--- src/rtl/rtc_pkg.sv ---
// Shared definitions for the RTC alarm timer: register byte addresses and
// CTRL register bit positions.
package rtc_pkg;

  localparam int unsigned ADDR_CTRL       = 32'h00;
  localparam int unsigned ADDR_TIME       = 32'h04;
  localparam int unsigned ADDR_CLR        = 32'h08;
  localparam int unsigned ADDR_STATUS     = 32'h0C;
  localparam int unsigned ADDR_ALARM_BASE = 32'h10;

  localparam int unsigned CTRL_RUN_BIT    = 0;
  localparam int unsigned CTRL_IRQ_EN_BIT = 1;

endpackage

--- src/rtl/rtc_alarm_timer_prescaler.sv ---
// Tick-enable prescaler: counts 0..DIV_CNT-1 while en is high and flags the
// wrap cycle. sync_clr restarts the count and swallows a coincident wrap.
// Ports:
//   clk, rst  - clock, asynchronous active-high reset
//   en        - count enable (holds count when low)
//   sync_clr  - synchronous restart to 0
//   tick      - combinational wrap indicator for this cycle
module rtc_prescaler #(
  parameter int unsigned DIV_CNT   = 50000000,
  parameter int unsigned CNT_WIDTH = 26
) (
  input  logic clk,
  input  logic rst,
  input  logic en,
  input  logic sync_clr,
  output logic tick
);

  localparam logic [CNT_WIDTH-1:0] LAST = CNT_WIDTH'(DIV_CNT - 1);

  logic [CNT_WIDTH-1:0] cnt_q, cnt_d;
  logic                 wrap;

  always_comb begin
    wrap = en && (cnt_q == LAST);
    tick = wrap && !sync_clr;
    cnt_d = cnt_q;
    if (sync_clr || wrap) begin
      cnt_d = '0;
    end else if (en) begin
      cnt_d = cnt_q + 1'b1;
    end
  end

  always_ff @(posedge clk or posedge rst) begin
    if (rst) begin
      cnt_q <= '0;
    end else begin
      cnt_q <= cnt_d;
    end
  end

endmodule

--- src/rtl/rtc_alarm_timer.sv ---
// CPU-mapped real-time counter with run/stop, time load, clear, N alarm
// match channels with sticky W1C status, and a level interrupt.
// Ports:
//   clk, rst        - clock, asynchronous active-high reset
//   wr/waddr/wdata  - register write strobe, byte address, data
//   rd/raddr/rdata  - register read strobe, byte address, registered data
//   run_time        - current time count
//   tick            - one-cycle pulse on each run_time advance
//   irq             - registered interrupt level (irq_en & |status)
module rtc_alarm_timer
  import rtc_pkg::*;
#(
  parameter int unsigned ADDRWIDTH   = 6,
  parameter int unsigned DIV_CNT     = 50000000,
  parameter int unsigned CNT_WIDTH   = 26,
  parameter int unsigned RELOAD_TIME = 86400,
  parameter int unsigned TIME_WIDTH  = 17,
  parameter int unsigned N_ALARM     = 4
) (
  input  logic                  clk,
  input  logic                  rst,
  input  logic                  wr,
  input  logic [ADDRWIDTH-1:0]  waddr,
  input  logic [31:0]           wdata,
  input  logic                  rd,
  input  logic [ADDRWIDTH-1:0]  raddr,
  output logic [31:0]           rdata,
  output logic [TIME_WIDTH-1:0] run_time,
  output logic                  tick,
  output logic                  irq
);

  // One extra bit so RELOAD_TIME == 2**TIME_WIDTH still compares correctly.
  localparam logic [TIME_WIDTH:0]   RELOAD_EXT = (TIME_WIDTH + 1)'(RELOAD_TIME);
  localparam logic [TIME_WIDTH-1:0] TIME_LAST  = TIME_WIDTH'(RELOAD_TIME - 1);

  function automatic logic addr_is(input logic [ADDRWIDTH-1:0] a, input int unsigned target);
    return 32'(a) == target;
  endfunction

  logic                                run_q, run_d;
  logic                                irq_en_q, irq_en_d;
  logic [TIME_WIDTH-1:0]               time_q, time_d;
  logic [N_ALARM-1:0]                  status_q, status_d;
  logic [N_ALARM-1:0][TIME_WIDTH-1:0]  alarm_val_q, alarm_val_d;
  logic [N_ALARM-1:0]                  alarm_en_q, alarm_en_d;
  logic [31:0]                         rdata_q, rdata_d;
  logic                                irq_q, irq_d;
  logic                                tick_q, tick_d;

  logic                  clr_wr, load_wr, presc_tick;
  logic [TIME_WIDTH-1:0] load_val;
  logic [N_ALARM-1:0]    set_vec, w1c_mask;
  logic                  unused_wdata;

  assign unused_wdata = ^wdata;

  always_comb begin
    clr_wr  = wr && addr_is(waddr, ADDR_CLR);
    load_wr = wr && addr_is(waddr, ADDR_TIME);
  end

  // A prescaler wrap coinciding with CLR/LOAD is dropped inside the prescaler,
  // so presc_tick alone decides whether run_time advances.
  rtc_prescaler #(
    .DIV_CNT   (DIV_CNT),
    .CNT_WIDTH (CNT_WIDTH)
  ) u_prescaler (
    .clk      (clk),
    .rst      (rst),
    .en       (run_q),
    .sync_clr (clr_wr || load_wr),
    .tick     (presc_tick)
  );

  always_comb begin
    run_d       = run_q;
    irq_en_d    = irq_en_q;
    alarm_val_d = alarm_val_q;
    alarm_en_d  = alarm_en_q;
    if (wr && addr_is(waddr, ADDR_CTRL)) begin
      run_d    = wdata[CTRL_RUN_BIT];
      irq_en_d = wdata[CTRL_IRQ_EN_BIT];
    end
    for (int unsigned i = 0; i < N_ALARM; i++) begin
      if (wr && addr_is(waddr, ADDR_ALARM_BASE + 4 * i)) begin
        alarm_val_d[i] = wdata[TIME_WIDTH-1:0];
        alarm_en_d[i]  = wdata[31];
      end
    end

    load_val = wdata[TIME_WIDTH-1:0];
    if ({1'b0, load_val} >= RELOAD_EXT) begin
      load_val = '0;
    end

    time_d = time_q;
    if (clr_wr) begin
      time_d = '0;
    end else if (load_wr) begin
      time_d = load_val;
    end else if (presc_tick) begin
      time_d = (time_q == TIME_LAST) ? '0 : time_q + 1'b1;
    end
    tick_d = presc_tick;

    // Only tick-driven updates can match; an out-of-range alarm value can
    // never equal time_d, so it never fires.
    for (int unsigned i = 0; i < N_ALARM; i++) begin
      set_vec[i] = presc_tick && alarm_en_q[i] && (alarm_val_q[i] == time_d);
    end
    w1c_mask = (wr && addr_is(waddr, ADDR_STATUS)) ? wdata[N_ALARM-1:0] : '0;
    status_d = (status_q & ~w1c_mask) | set_vec;

    irq_d = irq_en_q && (|status_q);

    rdata_d = '0;
    if (rd) begin
      if (addr_is(raddr, ADDR_CTRL)) begin
        rdata_d[CTRL_RUN_BIT]    = run_q;
        rdata_d[CTRL_IRQ_EN_BIT] = irq_en_q;
      end
      if (addr_is(raddr, ADDR_TIME)) begin
        rdata_d[TIME_WIDTH-1:0] = time_q;
      end
      if (addr_is(raddr, ADDR_STATUS)) begin
        rdata_d[N_ALARM-1:0] = status_q;
      end
      for (int unsigned i = 0; i < N_ALARM; i++) begin
        if (addr_is(raddr, ADDR_ALARM_BASE + 4 * i)) begin
          rdata_d[TIME_WIDTH-1:0] = alarm_val_q[i];
          rdata_d[31]             = alarm_en_q[i];
        end
      end
    end
  end

  always_ff @(posedge clk or posedge rst) begin
    if (rst) begin
      run_q       <= 1'b0;
      irq_en_q    <= 1'b0;
      time_q      <= '0;
      status_q    <= '0;
      alarm_val_q <= '0;
      alarm_en_q  <= '0;
      rdata_q     <= '0;
      irq_q       <= 1'b0;
      tick_q      <= 1'b0;
    end else begin
      run_q       <= run_d;
      irq_en_q    <= irq_en_d;
      time_q      <= time_d;
      status_q    <= status_d;
      alarm_val_q <= alarm_val_d;
      alarm_en_q  <= alarm_en_d;
      rdata_q     <= rdata_d;
      irq_q       <= irq_d;
      tick_q      <= tick_d;
    end
  end

  assign rdata    = rdata_q;
  assign run_time = time_q;
  assign tick     = tick_q;
  assign irq      = irq_q;

endmodule

--- config.mk ---
export PLATFORM = sky130hd
export DESIGN_NAME = rtc_alarm_timer
export DESIGN_NICKNAME = d
export VERILOG_FILES = /design/src/rtl/rtc_pkg.sv /design/src/rtl/rtc_alarm_timer_prescaler.sv /design/src/rtl/rtc_alarm_timer.sv
export SDC_FILE = /design/constraint.sdc
export NUM_CORES = 1
export LEC_CHECK = 0
export BUFFER_PORTS_ARGS = -buffer_cell sky130_fd_sc_hd__buf_2
export CORE_ASPECT_RATIO = 2
export CORE_MARGIN = 5
export CORE_UTILIZATION = 53
export CTS_BUF_LIST = sky130_fd_sc_hd__clkbuf_16
export CTS_CLUSTER_DIAMETER = 80
export DETAILED_ROUTE_END_ITERATION = 8
export GPL_TIMING_DRIVEN = 0
export PLACE_DENSITY_LB_ADDON = 0.1
export SLEW_MARGIN = 20
export SYNTH_ARGS = -nofsm -noshare
export SYNTH_HDL_FRONTEND = slang
export SYNTH_SLANG_ARGS = --single-unit
export TNS_END_PERCENT = 1
--- constraint.sdc ---
create_clock -name clk -period 4.4 [get_ports clk]
set_clock_uncertainty 0.2 [all_clocks]
set_input_delay 0.44 -clock clk [delete_from_list [all_inputs] [get_ports clk]]
set_output_delay 0.44 -clock clk [all_outputs]
set_load 0.1 [all_outputs]
==> run summary, run 1 <==
==================================================================================================
Detail-routed via count per cell ....................................................         6.94
Final-layout worst hold slack .......................................................      72.2 ps
Aggregate global-route resource usage ...............................................        0.380
Proportion of synthesized chip area in sequential cells .............................        0.435
Highest metal layer used by the detailed router .....................................         met4
Startpoint type of the worst setup path .............................................         flop
Count of warnings emitted by yosys ..................................................            0
Critical Path RT ....................................................................      4500 ps
Min Tclk post-route .................................................................      4280 ps
Remaining antenna violation count ...................................................            0
Run status ..........................................................................    completed
Critical path class .................................................................   reg -> reg
Top library cells by usage in the layout, fill and taps aside ....................... dfrtp_1, mux2_2, buf_2
H-tree levels .......................................................................            4
Cell count of the worst reg-to-reg path .............................................           11
Source of the critical timing path .................................................. u_prescaler.cnt_q[0]
Die Ht ..............................................................................  185 microns
Wire length on met1 ................................................................. 10,900 microns
Number of distinct standard cells referenced by the synthesized netlist .............           78
TritonCTS clock tree ................................................................        built
Initial Utilization .................................................................        0.534
Count of state elements after synthesis .............................................          141
Count of pins over their slew limit .................................................            0
Placer congestion estimate ..........................................................         1.10
Number of max-cap violations ........................................................            0
Top fanout value on the critical path ...............................................           10
Class of the tightest hold or removal check .........................................    in -> reg
Clock Path Buffers ..................................................................            2
Detailed-route via count ............................................................        7,986
Endpoint of the most critical register-to-register path .............................  status_q[0]
Endpoints failing hold ..............................................................            0
Worst endpoint data arrival time ....................................................      4380 ps
Final period util ...................................................................        0.973
Count of final setup violators ......................................................            0
Clock root buffer ...................................................................    clkbuf_16
Leading cell type in the layout, fill and taps excluded .............................      dfrtp_1
Worst-margin pin slew ...............................................................      1090 ps
Netlist Area Pre-Place ..............................................................   8120 sq um
Register-to-register setup slack ....................................................       120 ps
Top-Level Pins ......................................................................           99
Fraction of final layout cells sized beyond drive strength 1 ........................        0.233
Met3 wirelength from detailed routing ............................................... 2660 microns
PwrDens .............................................................................  438 nW/um^2
Pin count of the biggest net entering global routing ................................           41
Leak ................................................................................      4.22 nW
Post-detailed-route wirelength per cell ............................................. 29.6 microns
Proportion of register bits with asynchronous set or reset after synthesis ..........         1.00
Number of CTS-inserted buffers ......................................................           17
Detail Route met2 WL ................................................................ 17,400 microns
Global-route wire length before repair .............................................. 50,500 microns
Count of buffers inserted at the top-level ports ....................................           68
Antenna violations before repair ....................................................            0
Maximum clock frequency .............................................................      234 MHz
Final TNS setup .....................................................................         0 ps
Violation count after the first detailed-routing iteration ..........................          823
Placeable core region ............................................................... 15,200 sq um
Most common flop cell mapped by yosys ...............................................      dfrtp_1
Net total in the final layout .......................................................          989
Mean instance size in the synthesized netlist .......................................   9.77 sq um
Unrepaired setup endpoints after global routing .....................................        false
Number of flops mapped to enable cells by yosys .....................................            0
Clock latency of the later-clocked register in the worst-skew pair ..................       430 ps
Placement row count .................................................................           64
Total iterations of the first detailed-routing run ..................................            7
Area grow syn2layout ................................................................        17.2%
Remaining Overflow, GRT .............................................................            0
Total routed wirelength ............................................................. 34,100 microns
Worst slew margin relative to its limit .............................................        0.266
Element type at the critical path end ...............................................         flop
Total Die Area ...................................................................... 18,000 sq um
Post-Route Utilization ..............................................................        0.626
Synthesized instance count ..........................................................          831
Ant diodes ..........................................................................            0
Clock transition time at the flip-flop clock pins of the worst setup and hold paths .        60 ps
Sinks on the clock net ..............................................................          141
End of the critical path ............................................................  status_q[0]
Via count of the first global-routing pass ..........................................        8,091
Worst IR drop on VDD ................................................................     0.271 mV
Origin of the critical flop-to-flop path ............................................ u_prescaler.cnt_q[0]
DP Wirelength ....................................................................... 25,900 microns
Die X ............................................................................... 97.5 microns
Number of remaining DRC errors ......................................................            0
==================================================================================================
==> power breakdown <==
group | switching (W) | internal [W]
Clock | 0.000601 | 0.000889
Sequential | 0.000229 | 0.00143
Combinational | 0.000700 | 0.000317
==> cells by family after synthesis <==
group / after synthesis / synth area share
AND/OR/NAND/NOR: 275 / 0.178
multiplexers: 76 / 0.105
XOR/XNOR: 57 / 0.0615
adder cells (fa/ha/maj): 2 / 0.00308
other: 1 / 0.000462
buffers and inverters: 71 / 0.0407
AO/OA/AOI/OAI: 208 / 0.176
flip-flops: 141 / 0.435
==> synthesized netlist by cell type (all sizes together), types with 5 or more instances <==
cell | instances | area (sq um)
nand4 | 21 | 131
nor4 | 15 | 93.8
nor3 | 21 | 110
mux2 | 74 | 833
buf | 22 | 146
and4 | 5 | 43.8
a211oi | 6 | 50.1
nand3 | 31 | 155
a2111oi | 6 | 58.8
xnor2 | 25 | 219
o21ai | 48 | 240
inv | 24 | 90.1
and3 | 7 | 43.8
a22oi | 34 | 260
xor2 | 32 | 280
o2111ai | 9 | 78.8
or3 | 12 | 75.1
dfrtp | 141 | 3530
nand2 | 63 | 244
a31oi | 7 | 43.8
a21oi | 38 | 190
clkbuf | 25 | 93.8
nor4b | 5 | 65.1
o31ai | 6 | 45.0
o211ai | 7 | 52.6
nor2 | 61 | 229
or2 | 9 | 56.3
==> per-layer routing <==
layer	up-vias	global-route usage
li1	3305	-
met5	-	0
met3	196	0.0859
met2	595	0.664
met1	3890	0.389
met4	0	0.293
==> sequential cells by signal (all words and copies together), names as in the netlist <==
signal,count
irq_en_q,1
alarm_en_q,4
status_q,4
rdata,18
run_q,1
alarm_val_q,68
irq,1
u_prescaler.cnt_q,26
tick,1
run_time,17
==> area by class of cell <==
class | instances | area (sq um)
multi-input cells | 632 | 4360
plain buffers | 47 | 240
repair buffers | 76 | 453
clock inverters | 15 | 170
clock buffers | 17 | 425
well taps | 198 | 248
fillers | 1251 | 5700
flip-flops and latches | 141 | 3530
inverters | 24 | 93.8
==> timing repair <==
item,4_1_cts,5_1_grt
cloned,0,0
pin swaps,0,1
endpoints found under the hold margin,14,0
buffers inserted,0,3
endpoints found under the setup margin,3,2
gates resized for setup,3,3
hold buffers,1,0
==> stage by stage <==
stage	total power, W	std cells	setup slack (ps)	instance area (sq um)
after floorplan	0.00229	844	612	8170
after detailed placement	0.00264	1114	-118	8850
after CTS	0.00412	1147	74.2	9460
final	0.00417	1150	119	9520
after global routing	0.00429	1150	10.8	9520
after global placement	0.00261	1110	-191	8760
==> critical path: stages (launching register included) <==
cell       delay (ps)
dfrtp_1           390
ha_1              230
nand4_1           330
nor3_4            440
nand3_1           470
inv_2             430
a21oi_1           150
nor3b_1           760
a221oi_1          210
o211a_1           170
o2111ai_1         220
o31ai_1           140
==> worst min path at each step <==
stage	from	end	slack, ps	cells past startpoint
6_report	rd	rdata[3]	70	3
5_1_grt	rd	rdata[3]	70	3
4_1_cts	rd	rdata[3]	70	3
3_5_place_dp	rst	u_prescaler.cnt_q[14]	260	2
3_3_place_gp	alarm_val_q[53]	alarm_val_q[53]	310	2
2_1_floorplan	status_q[0]	irq	280	1
Power figures use the tool's default switching activity.
==> inputs of run 2 (changes only) <==
--- a/config.mk
+++ b/config.mk
@@ -14,6 +14,7 @@
 export DETAILED_ROUTE_END_ITERATION = 8
 export GPL_TIMING_DRIVEN = 0
 export PLACE_DENSITY_LB_ADDON = 0.1
+export REMOVE_ABC_BUFFERS = 1
 export SLEW_MARGIN = 20
 export SYNTH_ARGS = -nofsm -noshare
 export SYNTH_HDL_FRONTEND = slang
==> run summary, run 2 (synthesis results as in run 1) <==
==================================================================================================
Run status .......................................................................... complete, but fails checks
Violated checks ..................................................................... setup timing
Final period util ...................................................................         1.02
Maximum clock frequency .............................................................      223 MHz
Clock Path Buffers ..................................................................            2
Total routed wirelength ............................................................. 31,600 microns
Via count of the first global-routing pass ..........................................        7,758
Placeable core region ............................................................... 15,200 sq um
Fraction of final layout cells sized beyond drive strength 1 ........................        0.233
TritonCTS clock tree ................................................................        built
Instance count along the most critical hold path ....................................            3
Element type at the critical path end ...............................................         flop
Master of the slowest instance on the critical path .................................        or4_1
Post-detailed-route wirelength per cell ............................................. 28.5 microns
Detailed-route via count ............................................................        7,556
Leak ................................................................................      4.11 nW
Die Ht ..............................................................................  185 microns
Net total in the final layout .......................................................          947
Top register by number of flip-flops ................................................  alarm_val_q
Kind of cell adding the most delay to the critical path ............................. simple AND/OR/NAND/NOR gates
Final TNS setup .....................................................................     -94.1 ps
Total Die Area ...................................................................... 18,000 sq um
Pin count of the biggest net entering global routing ................................           77
Worst slew margin relative to its limit .............................................        0.293
Final-layout worst hold slack .......................................................      95.0 ps
Remaining Overflow, GRT .............................................................            0
Violation count after the first detailed-routing iteration ..........................          763
Count of final setup violators ......................................................            1
Number of buffers and inverters on the critical path ................................            0
Terminating pin of the worst hold path ..............................................     rdata[3]
Remaining antenna violation count ...................................................            0
Origin of the critical flop-to-flop path ............................................ u_prescaler.cnt_q[0]
Origin of the worst min-delay path ..................................................           rd
Count of placed standard cells in the final layout, fillers left out ................        1,107
Placer congestion estimate ..........................................................         1.05
PnR worst setup slack ...............................................................     -94.1 ps
Antenna violations before repair ....................................................            0
Endpoint of the most critical register-to-register path .............................  status_q[1]
Leading cell type in the layout, fill and taps excluded .............................      dfrtp_1
DP Wirelength ....................................................................... 24,000 microns
Class of the tightest hold or removal check .........................................    in -> reg
Area grow syn2layout ................................................................        14.6%
Total iterations of the first detailed-routing run ..................................            5
Detail-routed via count per cell ....................................................         6.83
Number of placed instances, taps included ...........................................        1,074
Number of max-cap violations ........................................................            0
Global-route wire length before repair .............................................. 47,600 microns
Number of flip-flops in the largest register ........................................           68
Cell count of the worst reg-to-reg path .............................................           10
Sinks on the clock net ..............................................................          141
Critical Path RT ....................................................................      4520 ps
Endpoints failing hold ..............................................................            0
Top-Level Pins ......................................................................           99
Top fanout value on the critical path ...............................................            6
Count of cell instances traversed by the critical path ..............................           10
Worst-margin pin slew ...............................................................      1050 ps
Number of CTS-inserted buffers ......................................................           17
Unrepaired setup endpoints after global routing .....................................         true
Top library cells by usage in the layout, fill and taps aside ....................... dfrtp_1, mux2_2, buf_2
Cells traversed along the worst timing path ......................................... ha_1 > nand4_1 > or3_1 > nor4_1 > xnor2_1 > a22o_1 > xor2_1 > o2111ai_1 > or4_1 > o31ai_1
Placement row count .................................................................           64
Layout fillers ......................................................................        1,287
Area occupied by multi-input gates ..................................................   4360 sq um
CP peak stage delay .................................................................       570 ps
Critical path class .................................................................   reg -> reg
Post-Route Utilization ..............................................................        0.611
Initial Utilization .................................................................        0.534
H-tree levels .......................................................................            4
Count of pins over their slew limit .................................................            0
Clock latency of the later-clocked register in the worst-skew pair ..................       430 ps
Number of remaining DRC errors ......................................................            0
Clock root buffer ...................................................................    clkbuf_16
Min Tclk post-route .................................................................      4490 ps
Clock transition time at the flip-flop clock pins of the worst setup and hold paths .        60 ps
Aggregate global-route resource usage ...............................................        0.356
Register-to-register setup slack ....................................................       -90 ps
Worst endpoint data arrival time ....................................................      4610 ps
Startpoint type of the worst setup path .............................................         flop
Worst IR drop on VDD ................................................................     0.300 mV
PwrDens .............................................................................  444 nW/um^2
Place WS ............................................................................      -433 ps
Ant diodes ..........................................................................            0
Sequential Area .....................................................................   3530 sq um
Die X ............................................................................... 97.5 microns
Count of buffers inserted at the top-level ports ....................................           70
==================================================================================================
==> run 2: cell types whose count changed in the layout (fill, tap and decap cells not counted), moves of 4 or more <==
cell / change
clkbuf_1: -25
buf_1: -4
buf_4: -14
buf_12: -4
==> run 2: how the worst max path moves through the flow <==
stage | to | startpoint | slack [ps]
2_1_floorplan | alarm_en_q[0] | rst | -20
3_3_place_gp | alarm_val_q[41] | rst | -1220
3_5_place_dp | status_q[1] | waddr[1] | -430
4_1_cts | status_q[1] | u_prescaler.cnt_q[0] | 40
5_1_grt | status_q[1] | run_time[0] | -140
6_report | status_q[1] | u_prescaler.cnt_q[0] | -90
==> run 2: timing repair <==
item | in CTS | in global routing
pin swaps | 1 | 2
endpoints found under the setup margin | 1 | 10
cloned | 0 | 0
gates resized for setup | 2 | 2
hold buffers | 1 | 0
setup buffers | 1 | 0
hold endpoints to repair | 65 | 0
==> run 2: report_power, final <==
| group | internal [W] | switching, W |
|---|---|---|
| Combinational | 0.000295 | 0.000679 |
| Clock | 0.000935 | 0.000560 |
| Sequential | 0.00143 | 0.000233 |
==> run 2: worst reg2reg max path: cells and delay by family, from the launching register on <==
| kind | cells | cell delay [ps] |
|---|---|---|
| XOR/XNOR | 2 | 690 |
| adder cells (fa/ha/maj) | 1 | 260 |
| AO/OA/AOI/OAI | 3 | 920 |
| AND/OR/NAND/NOR | 4 | 1940 |
| flip-flops | 1 | 390 |
==> run 2: final cells by class <==
class,count,share of cell area
clock buffer,17,0.0457
clock inverter,14,0.0192
inverter,24,0.0105
multi-input combinational,632,0.468
sequential,141,0.379
tap,198,0.0266
timing repair buffer,81,0.0502
==> run 2: layer usage <==
layer | vias to the layer above | share of wire | GRT usage
met5 | - | 0 | 0
met4 | 0 | 0.070 | 0.230
met3 | 119 | 0.069 | 0.0611
met2 | 480 | 0.54 | 0.653
met1 | 3736 | 0.32 | 0.372
li1 | 3221 | - | -
==> run 2: per-stage QoR <==
step	power, W	cell area, sq um
finish	0.00413	9300
global route	0.00427	9300
CTS	0.00411	9290
detailed placement	0.00263	8660
global placement	0.00260	8530
floorplan	0.00227	7930
==> inputs of run 3 (changes only) <==
--- a/config.mk
+++ b/config.mk
@@ -6,9 +6,11 @@
 export NUM_CORES = 1
 export LEC_CHECK = 0
 export BUFFER_PORTS_ARGS = -buffer_cell sky130_fd_sc_hd__buf_2
+export CELL_PAD_IN_SITES_DETAIL_PLACEMENT = 0
+export CELL_PAD_IN_SITES_GLOBAL_PLACEMENT = 1
 export CORE_ASPECT_RATIO = 2
 export CORE_MARGIN = 5
-export CORE_UTILIZATION = 53
+export CORE_UTILIZATION = 41
 export CTS_BUF_LIST = sky130_fd_sc_hd__clkbuf_16
 export CTS_CLUSTER_DIAMETER = 80
 export DETAILED_ROUTE_END_ITERATION = 8
==> run summary, run 3 (synthesis results as in run 1) <==
==================================================================================================
CP peak stage delay .................................................................       730 ps
DP Wirelength ....................................................................... 24,900 microns
Top fanout value on the critical path ...............................................            9
Placement row count .................................................................           73
Critical Path RT ....................................................................      4500 ps
Unrepaired setup endpoints after global routing .....................................        false
Run status ..........................................................................    completed
Number of remaining DRC errors ......................................................            0
Placed cell area ....................................................................   8740 sq um
Area grow syn2layout ................................................................        15.4%
Via count of the first global-routing pass ..........................................        7,376
Antenna violations before repair ....................................................            0
Placeable core region ............................................................... 19,700 sq um
Clock transition time at the flip-flop clock pins of the worst setup and hold paths .        60 ps
Leading cell type in the layout, fill and taps excluded .............................      dfrtp_1
Clock root buffer ...................................................................    clkbuf_16
Detail-routed via count per cell ....................................................         6.09
Total iterations of the first detailed-routing run ..................................            6
Fraction of final layout cells sized beyond drive strength 1 ........................        0.235
Clock latency of the later-clocked register in the worst-skew pair ..................       440 ps
Net total in the final layout .......................................................          947
Total Die Area ...................................................................... 22,900 sq um
TritonCTS clock tree ................................................................        built
Detailed-route via count ............................................................        7,128
Worst endpoint data arrival time ....................................................      4420 ps
Die Ht ..............................................................................  209 microns
Top-Level Pins ......................................................................           99
Clock Path Buffers ..................................................................            2
Initial Utilization .................................................................        0.412
Count of final setup violators ......................................................            0
Total routed wirelength ............................................................. 32,600 microns
Endpoints failing hold ..............................................................            0
Startpoint type of the worst setup path .............................................   input port
PnR worst setup slack ...............................................................      76.9 ps
Worst-margin pin slew ...............................................................      1000 ps
Class of the tightest hold or removal check .........................................    in -> reg
Cells traversed along the worst timing path ......................................... buf_2 > or4b_4 > nor4b_4 > o21a_1 > nand2_1 > o21ai_1 > xor2_1 > a2111oi_0 > nand4_1 > o31ai_1
Post-detailed-route wirelength per cell ............................................. 27.9 microns
Number of CTS-inserted buffers ......................................................           17
PwrDens .............................................................................  431 nW/um^2
Number of max-cap violations ........................................................            0
Remaining Overflow, GRT .............................................................            0
Remaining antenna violation count ...................................................            0
Cell count of the worst reg-to-reg path .............................................           10
Count of buffers inserted at the top-level ports ....................................           70
Ant diodes ..........................................................................            0
Die X ...............................................................................  110 microns
Instance count along the most critical hold path ....................................            2
Count of pins over their slew limit .................................................            0
Placer congestion estimate ..........................................................         1.00
Maximum clock frequency .............................................................      231 MHz
Violation count after the first detailed-routing iteration ..........................          561
Global-route wire length before repair .............................................. 48,300 microns
Leak ................................................................................      4.11 nW
Critical path class .................................................................    in -> reg
Min Tclk post-route .................................................................      4320 ps
Pin count of the biggest net entering global routing ................................          109
Worst IR drop on VDD ................................................................     0.228 mV
Place WS ............................................................................      -661 ps
Master of the slowest instance on the critical path .................................       o21a_1
Top library cells by usage in the layout, fill and taps aside ....................... dfrtp_1, mux2_2, buf_2
Sinks on the clock net ..............................................................          141
Top register by number of flip-flops ................................................  alarm_val_q
Aggregate global-route resource usage ...............................................        0.294
Final period util ...................................................................        0.983
Number of flip-flops in the largest register ........................................           68
Element type at the critical path end ...............................................         flop
Layout Cell Area excl Fill ..........................................................   9370 sq um
Worst slew margin relative to its limit .............................................        0.321
H-tree levels .......................................................................            4
==================================================================================================
## run 3: cell types whose count changed in the layout (fill, tap and decap cells not counted), sizes merged
cell	change
clkinvlp	-1
inv	+2
bufinv	-1
clkinv	-1
## run 3: critical path: cells and delay by family
kind,cells,cell delay (ps)
compound gates,4,1900
simple gates,4,1710
xor+xnor,1,250
buf+inv,1,110
## run 3: cell type report
type,instances,area [sq um]
tap,262,328
sequential,141,3530
inverter,24,97.6
clock inverter,13,136
multi-input combinational,632,4390
clock buffer,17,425
fill,1969,10400
timing repair buffer,81,462
## run 3: worst paths after layout
path | from | to | slack, ps
max in group asynchronous | rst | run_time[12] | 2800
setup / recovery | waddr[1] | status_q[0] | 80
hold reg to reg | alarm_val_q[19] | alarm_val_q[19] | 350
min in group asynchronous | rst | irq_en_q | 320
setup reg to reg | run_time[0] | status_q[1] | 80
hold / removal | wdata[0] | run_q | 80
## run 3: layer usage
metal / global-route usage / vias up / share of wire
li1: - / 3213 / -
met1: 0.310 / 3536 / 0.34
met2: 0.526 / 285 / 0.54
met3: 0.0445 / 94 / 0.043
met4: 0.189 / 0 / 0.074
met5: 0 / - / 0
## run 3: metrics by stage
stage               cells  TNS [ps]  power (W)  hold slack [ps]   util
floorplan             797     -2990    0.00227              281      -
global placement     1129   -226730    0.00262              315  0.436
detailed placement   1137     -3900    0.00264              229  0.443
CTS                  1168     -19.5    0.00405             64.7  0.473
global route         1170         0    0.00419             69.1  0.475
finish               1170         0    0.00404             80.2  0.475
## run 3: timing repair
| item | CTS | global route |
|---|---|---|
| hold endpoints to repair | 33 | 0 |
| pin swaps | 1 | 3 |
| endpoints found under the setup margin | 11 | 4 |
| buffers inserted | 0 | 2 |
| hold buffers | 1 | 0 |
| gates resized for setup | 5 | 6 |
## run 3: report_power, final
| part | internal (W) | switching [W] | total, W |
|---|---|---|---|
| Clock | 0.000867 | 0.000541 | 0.00141 |
| Combinational | 0.000295 | 0.000668 | 0.000964 |
| Sequential | 0.00143 | 0.000233 | 0.00167 |
| Total | 0.00259 | 0.00144 | 0.00404 |
